===== config.mk =====
export PLATFORM = sky130hd
export DESIGN_NAME = prog_timer_flat
export DESIGN_NICKNAME = d
export VERILOG_FILES = /design/src/rtl/prog_timer_pkg.sv /design/src/rtl/prog_timer_if.sv /design/src/rtl/prog_timer_prescaler.sv /design/src/rtl/prog_timer.sv /design/src/flat_wrapper.sv
export SDC_FILE = /design/constraint.sdc
export NUM_CORES = 1
export LEC_CHECK = 0
export ABC_AREA = 0
export ABC_CLOCK_PERIOD_IN_PS = 3500
export CORE_MARGIN = 4
export CORE_UTILIZATION = 54
export CTS_CLUSTER_SIZE = 14
export DETAILED_ROUTE_END_ITERATION = 10
export PLACE_DENSITY_LB_ADDON = 0.3
export SLEW_MARGIN = 20
export SYNTH_ARGS = -nofsm -noshare
export SYNTH_HDL_FRONTEND = slang
export SYNTH_SLANG_ARGS = --single-unit

===== constraint.sdc =====
create_clock -name CLK -period 3.5 [get_ports CLK]
set_input_delay 0.7 -clock CLK [delete_from_list [all_inputs] [get_ports CLK]]
set_output_delay 0.7 -clock CLK [all_outputs]
set_load 0.005 [all_outputs]

===== src/rtl/prog_timer_pkg.sv =====
// timer_pkg: shared encodings for the programmable interval timer.
//   - FSM state encoding (IDLE / COUNT)
//   - mode constants (one-shot / periodic)
package timer_pkg;

  typedef enum logic [1:0] {
    TIMR_IDLE_S  = 2'd0,
    TIMR_COUNT_S = 2'd1
  } timr_state_e;

  localparam logic TIMR_MODE_ONESHOT  = 1'b0;
  localparam logic TIMR_MODE_PERIODIC = 1'b1;

endpackage


===== src/rtl/prog_timer_if.sv =====
// prog_timer_if: control/status bundle between a controller and prog_timer.
//   master : drives CLR, START, STOP, MODE, LOAD_VAL, PRESCALE (+IRQ_ACK)
//   slave  : drives PULSE, BUSY, COUNT (+IRQ)
// Optional: TIMER_STICKY_IRQ_EN adds the IRQ / IRQ_ACK pair.
interface prog_timer_if #(
  parameter int WIDTH = 21,
  parameter int PS_W  = 8
);
  logic             CLR;
  logic             START;
  logic             STOP;
  logic             MODE;
  logic [WIDTH-1:0] LOAD_VAL;
  logic [PS_W-1:0]  PRESCALE;
  logic             PULSE;
  logic             BUSY;
  logic [WIDTH-1:0] COUNT;
`ifdef TIMER_STICKY_IRQ_EN
  logic             IRQ;
  logic             IRQ_ACK;
`endif

  modport master (
    output CLR, START, STOP, MODE, LOAD_VAL, PRESCALE,
`ifdef TIMER_STICKY_IRQ_EN
    output IRQ_ACK,
    input  IRQ,
`endif
    input  PULSE, BUSY, COUNT
  );

  modport slave (
    input  CLR, START, STOP, MODE, LOAD_VAL, PRESCALE,
`ifdef TIMER_STICKY_IRQ_EN
    input  IRQ_ACK,
    output IRQ,
`endif
    output PULSE, BUSY, COUNT
  );

endinterface


===== src/rtl/prog_timer_prescaler.sv =====
// timer_prescaler: clock divider producing a one-cycle tick enable.
//   CLK, RST_N : clock, async active-low reset
//   CLR        : synchronous clear (highest sync priority)
//   SYNC_RST   : restart the divider from 0
//   EN         : count enable (only while the timer is counting)
//   DIV        : tick every DIV+1 enabled clocks
//   TICK       : high in the cycle the divider sits at DIV
module timer_prescaler #(
  parameter int PS_W = 8
) (
  input  logic            CLK,
  input  logic            RST_N,
  input  logic            CLR,
  input  logic            EN,
  input  logic            SYNC_RST,
  input  logic [PS_W-1:0] DIV,
  output logic            TICK
);

  logic [PS_W-1:0] ps_cnt_q, ps_cnt_d;

  assign TICK = EN && (ps_cnt_q == DIV);

  always_comb begin
    ps_cnt_d = ps_cnt_q;
    if (CLR || SYNC_RST)  ps_cnt_d = '0;
    else if (TICK)        ps_cnt_d = '0;
    else if (EN)          ps_cnt_d = ps_cnt_q + PS_W'(1);
  end

  always_ff @(posedge CLK or negedge RST_N) begin
    if (!RST_N) ps_cnt_q <= '0;
    else        ps_cnt_q <= ps_cnt_d;
  end

endmodule


===== src/rtl/prog_timer.sv =====
// prog_timer: software-loadable interval timer, one-shot or periodic,
// with clock prescaler, abort (STOP) and restart (START while counting).
//   CLK, RST_N : clock, async active-low reset
//   bus        : prog_timer_if.slave (CLR/START/STOP/MODE/LOAD_VAL/PRESCALE
//                in; PULSE/BUSY/COUNT out)
// Optional: TIMER_STICKY_IRQ_EN adds a sticky IRQ flag cleared by IRQ_ACK.
// Terminal pulse lands N*(P+1) edges after the START edge (N=period, P=prescale).
module prog_timer
  import timer_pkg::*;
#(
  parameter int WIDTH = 21,
  parameter int PS_W  = 8
) (
  input  logic          CLK,
  input  logic          RST_N,
  prog_timer_if.slave   bus
);

  timr_state_e      state_q, state_d;
  logic [WIDTH-1:0] period_q, period_d;
  logic [WIDTH-1:0] cnt_q, cnt_d;
  logic [PS_W-1:0]  ps_q, ps_d;
  logic             mode_q, mode_d;
  logic             pulse_q, pulse_d;
  logic             tick;
  logic             counting;

  assign counting = (state_q == TIMR_COUNT_S);

  // START/STOP both restart the divider so every run starts on a clean phase.
  timer_prescaler #(.PS_W(PS_W)) u_ps (
    .CLK      (CLK),
    .RST_N    (RST_N),
    .CLR      (bus.CLR),
    .EN       (counting),
    .SYNC_RST (bus.START | bus.STOP),
    .DIV      (ps_q),
    .TICK     (tick)
  );

  // State register
  always_ff @(posedge CLK or negedge RST_N) begin
    if (!RST_N) state_q <= TIMR_IDLE_S;
    else        state_q <= state_d;
  end

  // Datapath registers
  always_ff @(posedge CLK or negedge RST_N) begin
    if (!RST_N) begin
      period_q <= '0;
      cnt_q    <= '0;
      ps_q     <= '0;
      mode_q   <= 1'b0;
      pulse_q  <= 1'b0;
    end else begin
      period_q <= period_d;
      cnt_q    <= cnt_d;
      ps_q     <= ps_d;
      mode_q   <= mode_d;
      pulse_q  <= pulse_d;
    end
  end

  // Next-state / datapath logic. Priority: CLR, STOP, START, tick.
  always_comb begin
    state_d  = state_q;
    period_d = period_q;
    cnt_d    = cnt_q;
    ps_d     = ps_q;
    mode_d   = mode_q;
    pulse_d  = 1'b0;
    if (bus.CLR) begin
      state_d  = TIMR_IDLE_S;
      period_d = '0;
      cnt_d    = '0;
      ps_d     = '0;
      mode_d   = 1'b0;
    end else begin
      case (state_q)
        TIMR_IDLE_S: begin
          if (!bus.STOP && bus.START) begin
            // A zero period would never reach a terminal count; run it as 1.
            period_d = (bus.LOAD_VAL == '0) ? WIDTH'(1) : bus.LOAD_VAL;
            mode_d   = bus.MODE;
            ps_d     = bus.PRESCALE;
            cnt_d    = '0;
            state_d  = TIMR_COUNT_S;
          end
        end
        TIMR_COUNT_S: begin
          if (bus.STOP) begin
            state_d = TIMR_IDLE_S;
            cnt_d   = '0;
          end else if (bus.START) begin
            period_d = (bus.LOAD_VAL == '0) ? WIDTH'(1) : bus.LOAD_VAL;
            mode_d   = bus.MODE;
            ps_d     = bus.PRESCALE;
            cnt_d    = '0;
          end else if (tick) begin
            if (cnt_q == period_q - WIDTH'(1)) begin
              pulse_d = 1'b1;
              cnt_d   = '0;
              state_d = (mode_q == TIMR_MODE_PERIODIC) ? TIMR_COUNT_S
                                                       : TIMR_IDLE_S;
            end else begin
              cnt_d = cnt_q + WIDTH'(1);
            end
          end
        end
        default: begin
          state_d = TIMR_IDLE_S;
          cnt_d   = '0;
        end
      endcase
    end
  end

  // Outputs
  always_comb begin
    bus.PULSE = pulse_q;
    bus.BUSY  = counting;
    bus.COUNT = cnt_q;
  end

`ifdef TIMER_STICKY_IRQ_EN
  logic irq_q, irq_d;

  // Set wins over ack so a pulse coinciding with an ack is never lost.
  always_comb begin
    irq_d = irq_q;
    if (bus.CLR)          irq_d = 1'b0;
    else if (pulse_d)     irq_d = 1'b1;
    else if (bus.IRQ_ACK) irq_d = 1'b0;
  end

  always_ff @(posedge CLK or negedge RST_N) begin
    if (!RST_N) irq_q <= 1'b0;
    else        irq_q <= irq_d;
  end

  assign bus.IRQ = irq_q;
`endif

endmodule


===== src/flat_wrapper.sv =====
// flat-port wrapper written by rule: the top's interface ports become plain ports
module prog_timer_flat import timer_pkg::*;
#(
  parameter int WIDTH = 21,
  parameter int PS_W  = 8
)
  (CLK, RST_N, bus_CLR, bus_START, bus_STOP, bus_MODE, bus_LOAD_VAL, bus_PRESCALE, bus_PULSE, bus_BUSY, bus_COUNT);
  prog_timer_if #(.WIDTH(WIDTH), .PS_W(PS_W)) bus_i ();
  input  logic CLK;
  input  logic RST_N;
  input wire logic [$bits(bus_i.CLR)-1:0] bus_CLR;
  input wire logic [$bits(bus_i.START)-1:0] bus_START;
  input wire logic [$bits(bus_i.STOP)-1:0] bus_STOP;
  input wire logic [$bits(bus_i.MODE)-1:0] bus_MODE;
  input wire logic [$bits(bus_i.LOAD_VAL)-1:0] bus_LOAD_VAL;
  input wire logic [$bits(bus_i.PRESCALE)-1:0] bus_PRESCALE;
  output wire logic [$bits(bus_i.PULSE)-1:0] bus_PULSE;
  output wire logic [$bits(bus_i.BUSY)-1:0] bus_BUSY;
  output wire logic [$bits(bus_i.COUNT)-1:0] bus_COUNT;
  assign bus_i.CLR = bus_CLR;
  assign bus_i.START = bus_START;
  assign bus_i.STOP = bus_STOP;
  assign bus_i.MODE = bus_MODE;
  assign bus_i.LOAD_VAL = bus_LOAD_VAL;
  assign bus_i.PRESCALE = bus_PRESCALE;
  assign bus_PULSE = bus_i.PULSE;
  assign bus_BUSY = bus_i.BUSY;
  assign bus_COUNT = bus_i.COUNT;
  prog_timer #(.WIDTH(WIDTH), .PS_W(PS_W)) u_core (.CLK(CLK), .RST_N(RST_N), .bus(bus_i));
endmodule

==> results.txt, run 1 <==
----------------------------------------------------
[Global route]
  Global-route wire length before repair ... 16200 um
  Overall Global Routing Usage ... 24.1%
  GRT overflow ... 0
  Antenna violations before repair ... 0
  Pin count of the biggest net entering global routing ... 38
  Number of global-route vias before repair ... 3341

[CTS]
  H-tree depth ... 3
  Insertion delay to the later sink of the worst-skew pair ... 0.34 ns
  Clock transition at the registers of the reported paths ... 0.07 ns
  Clock tree from TritonCTS ... yes
  Clock tree sinks ... 61
  Number of buffers created by CTS ... 9
  Worst-case clock buffer depth ... 2
  Root buffer cell ... clkbuf_8

[Timing]
  Min Clock Period, post-route ... 3.26 ns
  Worst hold slack ... 0.352 ns
  Clock Skew ... 0.00863 ns
  Setup violations, final ... 0
  Hold Violations, Final ... 0
  Number of pins exceeding their max-slew limit in the final report ... 0
  Unrepaired setup endpoints after global routing ... no
  Fraction of the cycle the final worst path needs ... 93.2%
  Maximum achievable frequency ... 307 MHz
  Worst relative slew slack ... 34.9%
  Least-Margin Pin Slew ... 0.970 ns
  Post-route setup TNS ... 0 ns

[Logic synthesis]
  Adder-cell share of the synthesized area ... 1.01%
  Post-synthesis share of cell area spent on and, or, nand and nor gates ... 23.1%
  Main synth FF type ... dfrtp_1
  Mux share of post-synthesis cell area ... 1.07%
  Distinct cell type count of the synthesized netlist ... 48
  #FFs+latches synth ... 61
  Parity-gate share of the synthesized area counting xor and xnor cells ... 9.86%
  Synth Instances ... 408
  Area fraction in compound gates after synthesis ... 20.1%
  Post-synthesis average cell area ... 9.14 um^2
  Sequential fraction of the synthesis area ... 40.9%
  Number of flops mapped to enable cells by yosys ... 0
  Proportion of register bits with asynchronous set or reset after synthesis ... 100%
  Combinational family with the most area after synthesis ... simple AND/OR/NAND/NOR gates
  Post-synthesis net count ... 446
  Netlist area before placement ... 3730 um^2
  Warnings, synthesis ... 0

[Placement]
  Count of input and output buffers ... 57
  Weighted congestion reported at the end of routability-driven placement ... 0.881
  Placed Instance Area ... 4370 um^2
  Post-detail-place hpwl ... 7140 um

[Floorplanning]
  Total die area ... 8300 um^2
  Core area ... 6760 um^2
  DIE WIDTH ... 91.1 um
  Starting utilization of the core area ... 55.2%
  Count of pins on the block boundary ... 58
  Die Ht ... 91.1 um
  Number of placement rows ... 30

[Finish]
  Layout cells sized above 1 ... 7.92%
  Count of filler cells inserted in the layout ... 558
  Net total in the final layout ... 500
  Flip-flop and latch area ... 1530 um^2
  Area of all placed cells without fillers ... 4580 um^2
  Multi-input combinational cell area ... 2070 um^2
  Ant diodes ... 0
  Area growth syn-to-layout ... 22.8%

[Worst setup path]
  Launch point of the critical path ... u_core.period_q[2]
  Launch point of the worst reg-to-reg path ... u_core.period_q[2]
  Slowest cell on the critical path ... nor4_4
  Largest fanout of any net on the critical path ... 12
  Path type of the worst setup path ... reg2reg
  Crit path required time ... 3.71 ns
  Arrival @ worst endpoint ... 3.47 ns
  Crit path largest cell delay ... 0.53 ns
  Critical Path Start Type ... flop
  Critical Path, Cell by Cell ... nor4_4 > nand4_1 > o31ai_1 > nor4bb_1 > o31ai_2 > buf_4 > o311ai_0 > nand3_1
  CP endpoint kind ... flop

[Detailed routing]
  Overall routed net length ... 9630 um
  DRC errors left ... 0
  Average routed wire per standard cell ... 17.6 um
  Routed via count ... 3454
  Length of the first detailed-routing pass in iterations ... 5
  Number of design-rule violations left by the first detailed-router iteration ... 226
  Number of nets with antenna violations after detailed routing ... 0
  DR vias/cell ... 6.31

[Pwr]
  Power density cells ... 360 nW/um^2
  Leak Pwr ... 0.00186 uW
  Power after layout ... 1650 uW
  VDD IR max ... 0.000227 V

[Worst hold path]
  Path class of the lowest-slack min-delay path ... in2async

[Run]
  Count of max-cap constraint violations ... 0

[Status]
  Status ... complete, no violations

----------------------------------------------------
worst paths after layout:
| kind | end | slack [ns] | cells past startpoint |
|---|---|---|---|
| worst max register to register | u_core.bus.COUNT[18] | 0.24 | 8 |
| min in group CLK | u_core.ps_q[6] | 0.54 | 1 |
| worst min register to register | u_core.ps_q[6] | 0.54 | 1 |
| worst min-delay path | u_core.bus.COUNT[9] | 0.35 | 1 |
| worst max-delay path | u_core.bus.COUNT[18] | 0.24 | 8 |
| max in group asynchronous | u_core.period_q[17] | 2.25 | 2 |
Yosys cell counts, types with 4 or more instances:
| cell type | n | area share (%) |
|---|---|---|
| clkbuf_1 | 23 | 2.3 |
| o21ai_0 | 10 | 1.3 |
| nand2_1 | 50 | 5.0 |
| nor4_1 | 7 | 1.2 |
| nor2_1 | 34 | 3.4 |
| o21ai_1 | 6 | 0.81 |
| o211ai_1 | 12 | 2.4 |
| inv_1 | 8 | 0.81 |
| o311ai_0 | 7 | 1.6 |
| mux2i_1 | 4 | 1.1 |
| nand3_1 | 14 | 1.9 |
| and4_1 | 5 | 1.2 |
| dfrtp_1 | 61 | 41 |
| nand2b_1 | 5 | 0.84 |
| and2_1 | 6 | 1.0 |
| nand4_1 | 12 | 2.0 |
| nor3_1 | 13 | 1.7 |
| o311ai_1 | 12 | 2.8 |
| or4_1 | 5 | 1.0 |
| xnor2_1 | 26 | 6.1 |
| xor2_1 | 16 | 3.8 |
| a22o_1 | 28 | 6.6 |
critical path, delay by kind of cell (launching register included):
| family | cells | cell delay [ns] |
|---|---|---|
| compound gates | 3 | 1.03 |
| simple gates | 4 | 1.35 |
| flops | 1 | 0.49 |
| buf+inv | 1 | 0.26 |
cell families after synthesis:
family,Yosys count
compound gates,95
xor+xnor,42
fa+ha+maj,3
buf+inv,35
flops,61
mux,4
simple gates,168
cell type report:
| type | count | area share [%] |
|---|---|---|
| Multi-Input combinational cell | 312 | 45.2 |
| Sequential cell | 61 | 33.3 |
| Timing Repair Buffer | 70 | 14.5 |
| Clock buffer | 12 | 3.17 |
| Tap cell | 80 | 2.18 |
| Clock inverter | 4 | 1.04 |
| Inverter | 8 | 0.655 |
placed cells by master (no fill, tap or decap), types with 12 or more instances in the layout:
cell type / instances
nand3_1: 14
o311ai_1: 12
buf_4: 13
dfrtp_1: 61
o211ai_1: 12
clkdlybuf4s50_1: 56
a22o_1: 28
nor3_1: 13
xor2_1: 16
nand2_1: 50
nand4_1: 12
nor2_1: 34
xnor2_1: 26
metrics by stage:
step	std cells	setup WS [ns]	utilization (%)
2_1_floorplan	408	0.663	-
3_3_place_gp	529	0.410	64.6
3_5_place_dp	529	0.226	64.6
4_1_cts	545	0.212	67.5
5_1_grt	547	0.00651	67.8
6_report	547	0.240	67.8
sequential cells by signal (all words and copies together), names as in the netlist:
name and flops:
u_core.bus.COUNT 21, u_core.period_q 21, u_core.ps_q 8, u_core.u_ps.ps_cnt_q 8, u_core.mode_q 1, u_core.state_q 1, u_core.bus.PULSE 1
what timing repair did:
item / in CTS / in global routing
endpoints found under the setup margin: 0 / 8
setup buffers: 0 / 2
gates resized for setup: 0 / 1
hold buffers: 0 / 0
power by group:
part / switching (uW) / internal, uW
logic: 158 / 120
registers: 27.0 / 722
clock network: 274 / 346
total: 459 / 1190
per-layer routing:
metal	track usage (%)	part of all wire, %
met1	31.4	44
met4	7.41	1.3
met2	40.6	50
met5	0	0
met3	4.47	5.0
Power figures use the tool's default switching activity.
==> run 2, diff against run 1 <==
Settings changed: CTS_CLUSTER_DIAMETER set to 100, SYNTH_HIERARCHICAL set to 1.
==> run 2 against run 1 <==
  * Flip-flop and latch count is the same
  * Critical path depth is the same
  * Critical endpoint is now u_core/bus.COUNT[19]
  * Register-to-register slack gained 0.11 ns
  * Die area shrank 2.0%
  * Cell count shrank 3.8%
  * Area after synthesis shrank 2.2%
  * Clock power grew 30%
  * Worst setup slack gained 0.11 ns
  * Final area shrank 0.25%
  * Sequential power is essentially flat
  * Sequential share of layout area grew 0.082 points
  * Core utilization grew 3.0 points
==> results.txt, run 2 <==
----------------------------------------------------
[Worst hold path]
  Path class of the lowest-slack min-delay path ... in2async (unchanged)

[Worst setup path]
  Critical Path Start Type ... flop (unchanged)
  Crit path required time ... 3.71 ns (about the same)
  CP endpoint kind ... flop (unchanged)
  Path type of the worst setup path ... reg2reg (unchanged)
  Largest fanout of any net on the critical path ... 10 (was 12)
  Arrival @ worst endpoint ... 3.36 ns (was 3.47 ns)

[Detailed routing]
  DR vias/cell ... 6.14 (was 6.31)
  Overall routed net length ... 9190 um (was 9630 um)
  Routed via count ... 3228 (was 3454)
  Number of nets with antenna violations after detailed routing ... 0 (unchanged)
  Length of the first detailed-routing pass in iterations ... 4 (was 5)
  Number of design-rule violations left by the first detailed-router iteration ... 189 (was 226)
  Average routed wire per standard cell ... 17.5 um (was 17.6 um)
  DRC errors left ... 0 (unchanged)

[CTS]
  Number of buffers created by CTS ... 9 (unchanged)
  Clock tree from TritonCTS ... yes (unchanged)
  Total of hold buffers inserted after clock tree synthesis ... 0 (unchanged)
  Post_cts resized ... 0 (unchanged)
  Post-CTS setup buffer count ... 0 (unchanged)
  Root buffer cell ... clkbuf_8 (unchanged)
  H-tree depth ... 3 (unchanged)
  Clock transition at the registers of the reported paths ... 0.07 ns (about the same)
  Clock tree sinks ... 61 (unchanged)
  Insertion delay to the later sink of the worst-skew pair ... 0.34 ns (about the same)
  Worst-case clock buffer depth ... 2 (unchanged)

[Timing]
  Number of pins exceeding their max-slew limit in the final report ... 0 (unchanged)
  Least-Margin Pin Slew ... 0.599 ns (was 0.970 ns)
  Worst hold slack ... 0.337 ns (was 0.352 ns)
  Maximum achievable frequency ... 317 MHz (was 307 MHz)
  Unrepaired setup endpoints after global routing ... no (unchanged)
  Clock Skew ... 0.00765 ns (was 0.00863 ns)
  Hold Violations, Final ... 0 (unchanged)
  Worst relative slew slack ... 59.7% (was 34.9%)
  Min Clock Period, post-route ... 3.15 ns (was 3.26 ns)
  Fraction of the cycle the final worst path needs ... 90.0% (was 93.2%)
  Setup slack after layout ... 0.350 ns (was 0.240 ns)
  Setup violations, final ... 0 (unchanged)
  Post-route setup TNS ... 0 ns (unchanged)

[Logic synthesis]
  #FFs+latches synth ... 61 (unchanged)
  Number of flops mapped to enable cells by yosys ... 0 (unchanged)
  Post-synthesis average cell area ... 9.52 um^2 (was 9.14 um^2)
  Leading cell types by total area after synthesis ... dfrtp_1 (42%), xnor2_1 (8.9%), a22o_1 (7.0%) (was dfrtp_1 (41%), a22o_1 (6.6%), xnor2_1 (6.1%))
  Post-synthesis net count ... 421 (was 446)
  Netlist area before placement ... 3650 um^2 (was 3730 um^2)
  Share of Yosys cell area claimed by the top area cell type ... 41.9% (was 40.9%)
  Distinct cell type count of the synthesized netlist ... 58 (was 48)
  Most area-hungry cell type in the Yosys netlist ... dfrtp_1 (unchanged)
  Synth Instances ... 383 (was 408)
  Most common cell in the synthesized netlist ... dfrtp_1 (unchanged)
  Proportion of register bits with asynchronous set or reset after synthesis ... 100% (unchanged)
  Main synth FF type ... dfrtp_1 (unchanged)
  Warnings, synthesis ... 6 (was 0)
  Commonest cells in the synthesized netlist ... dfrtp_1 (61), nand2_1 (42), xnor2_1 (37) (was dfrtp_1 (61), nand2_1 (50), nor2_1 (34))
  Sequential fraction of the synthesis area ... 41.9% (was 40.9%)

[Pwr]
  Sequential cell fraction of total power ... 41.4% (was 45.4%)
  Net switching component of the power ... 430 uW (was 459 uW)
  Power after layout ... 1800 uW (was 1650 uW)
  VDD IR max ... 0.000271 V (was 0.000227 V)
  Power density cells ... 394 nW/um^2 (was 360 nW/um^2)
  Clock share of power ... 44.8% (was 37.7%)
  Net Sw Frac ... 23.9% (was 27.9%)
  Power share of the combinational group ... 13.8% (was 16.9%)
  Leak Pwr ... 0.00191 uW (was 0.00186 uW)
  Internal Dissipation ... 1370 uW (was 1190 uW)

[Global route]
  Pin count of the biggest net entering global routing ... 46 (was 38)
  Overall Global Routing Usage ... 23.0% (was 24.1%)
  Antenna violations before repair ... 0 (unchanged)
  Number of global-route vias before repair ... 3074 (was 3341)
  GRT overflow ... 0 (unchanged)
  Global-route wire length before repair ... 15200 um (was 16200 um)

[Finish]
  Most common library cell in the layout ignoring fill and taps ... dfrtp_1 (unchanged)
  Area growth syn-to-layout ... 25.3% (was 22.8%)
  Net total in the final layout ... 482 (was 500)
  Ant diodes ... 0 (unchanged)
  Commonest cells after routing, fill and taps aside ... dfrtp_1 (61), clkdlybuf4s50_1 (56), nand2_1 (42), xnor2_1 (37), a22o_1 (29) (was dfrtp_1 (61), clkdlybuf4s50_1 (56), nand2_1 (50), nor2_1 (34), a22o_1 (28))
  Layout cells sized above 1 ... 8.69% (was 7.92%)
  Count of filler cells inserted in the layout ... 494 (was 558)

[Floorplanning]
  DIE WIDTH ... 90.2 um (was 91.1 um)
  Core area ... 6460 um^2 (was 6760 um^2)
  Number of placement rows ... 29 (was 30)
  Total die area ... 8130 um^2 (was 8300 um^2)
  Die Ht ... 90.2 um (was 91.1 um)
  Count of pins on the block boundary ... 58 (unchanged)
  Starting utilization of the core area ... 56.5% (was 55.2%)

[Status]
  Status ... complete, no violations (unchanged)

[Placement]
  Pre-CTS WS ... 0.430 ns (was 0.226 ns)
  Count of input and output buffers ... 57 (unchanged)
  Weighted congestion reported at the end of routability-driven placement ... 0.855 (was 0.881)
  Post-detail-place hpwl ... 6520 um (was 7140 um)

[Run]
  Count of max-cap constraint violations ... 0 (unchanged)

----------------------------------------------------
-- run 2: layout make-up --
class	instances	area, um^2	area share, %
inverter	11	41.3	0.903
clock inverter	3	90.1	1.97
timing repair buffer	69	656	14.3
clock buffer	13	169	3.70
tap	77	96.3	2.11
multi-input combinational	292	1990	43.6
sequential	61	1530	33.4
-- run 2: power by group through the flow --
| stage | clock, uW | combinational, uW | sequential [uW] |
|---|---|---|---|
| after floorplan | 0 | 153 | 748 |
| after global placement | 0 | 240 | 757 |
| after detailed placement | 0 | 244 | 758 |
| after CTS | 824 | 248 | 746 |
| after global routing | 860 | 271 | 748 |
| final | 808 | 249 | 746 |
-- run 2: per-layer routing --
| layer | GRT usage [%] | wire, um | share of wire, % |
|---|---|---|---|
| met4 | 8.80 | 178 | 1.9 |
| met2 | 36.9 | 4430 | 48 |
| met5 | 0 | 0 | 0 |
| met3 | 5.18 | 471 | 5.1 |
| met1 | 30.3 | 4120 | 45 |
-- run 2: worst paths after layout --
path | endpoint | start | slack [ns] | cells after the start
worst max-delay path | u_core/bus.COUNT[19] | u_core/period_q[0] | 0.35 | 8
worst min-delay path | u_core/bus.COUNT[5] | RST_N | 0.34 | 1
worst max register to register | u_core/bus.COUNT[19] | u_core/period_q[0] | 0.35 | 8
worst min register to register | u_core/ps_q[0] | u_core/ps_q[0] | 0.53 | 1
max in group asynchronous | u_core/period_q[12] | RST_N | 2.27 | 2
min in group CLK | u_core/ps_q[0] | u_core/ps_q[0] | 0.53 | 1
-- run 2: stage by stage --
step           instances  area (um^2)  utilization [%]
2_1_floorplan        383         3650                -
3_3_place_gp         510         4310             66.8
3_5_place_dp         510         4310             66.8
4_1_cts              526         4570             70.8
5_1_grt              526         4570             70.8
6_report             526         4570             70.8
-- run 2: kinds of logic (layout without fill, tap and decap cells) --
kind of cell	count (synthesis)	in the layout	share of synthesized area, %
compound gates	90	90	18.3
buf+inv	30	96	3.60
fa+ha+maj	3	3	1.03
flops	61	61	41.9
mux	1	1	0.274
xor+xnor	56	56	13.4
simple gates	142	142	21.5
-- run 2: worst max-delay path: stages (launching register included) --
cell and delay (ns):
dfrtp_1 0.49, or4_4 0.58, or4_1 0.43, and3_1 0.20
o21ai_1 0.17, or4b_1 0.61, o31ai_4 0.24, buf_4 0.21
a21oi_1 0.09
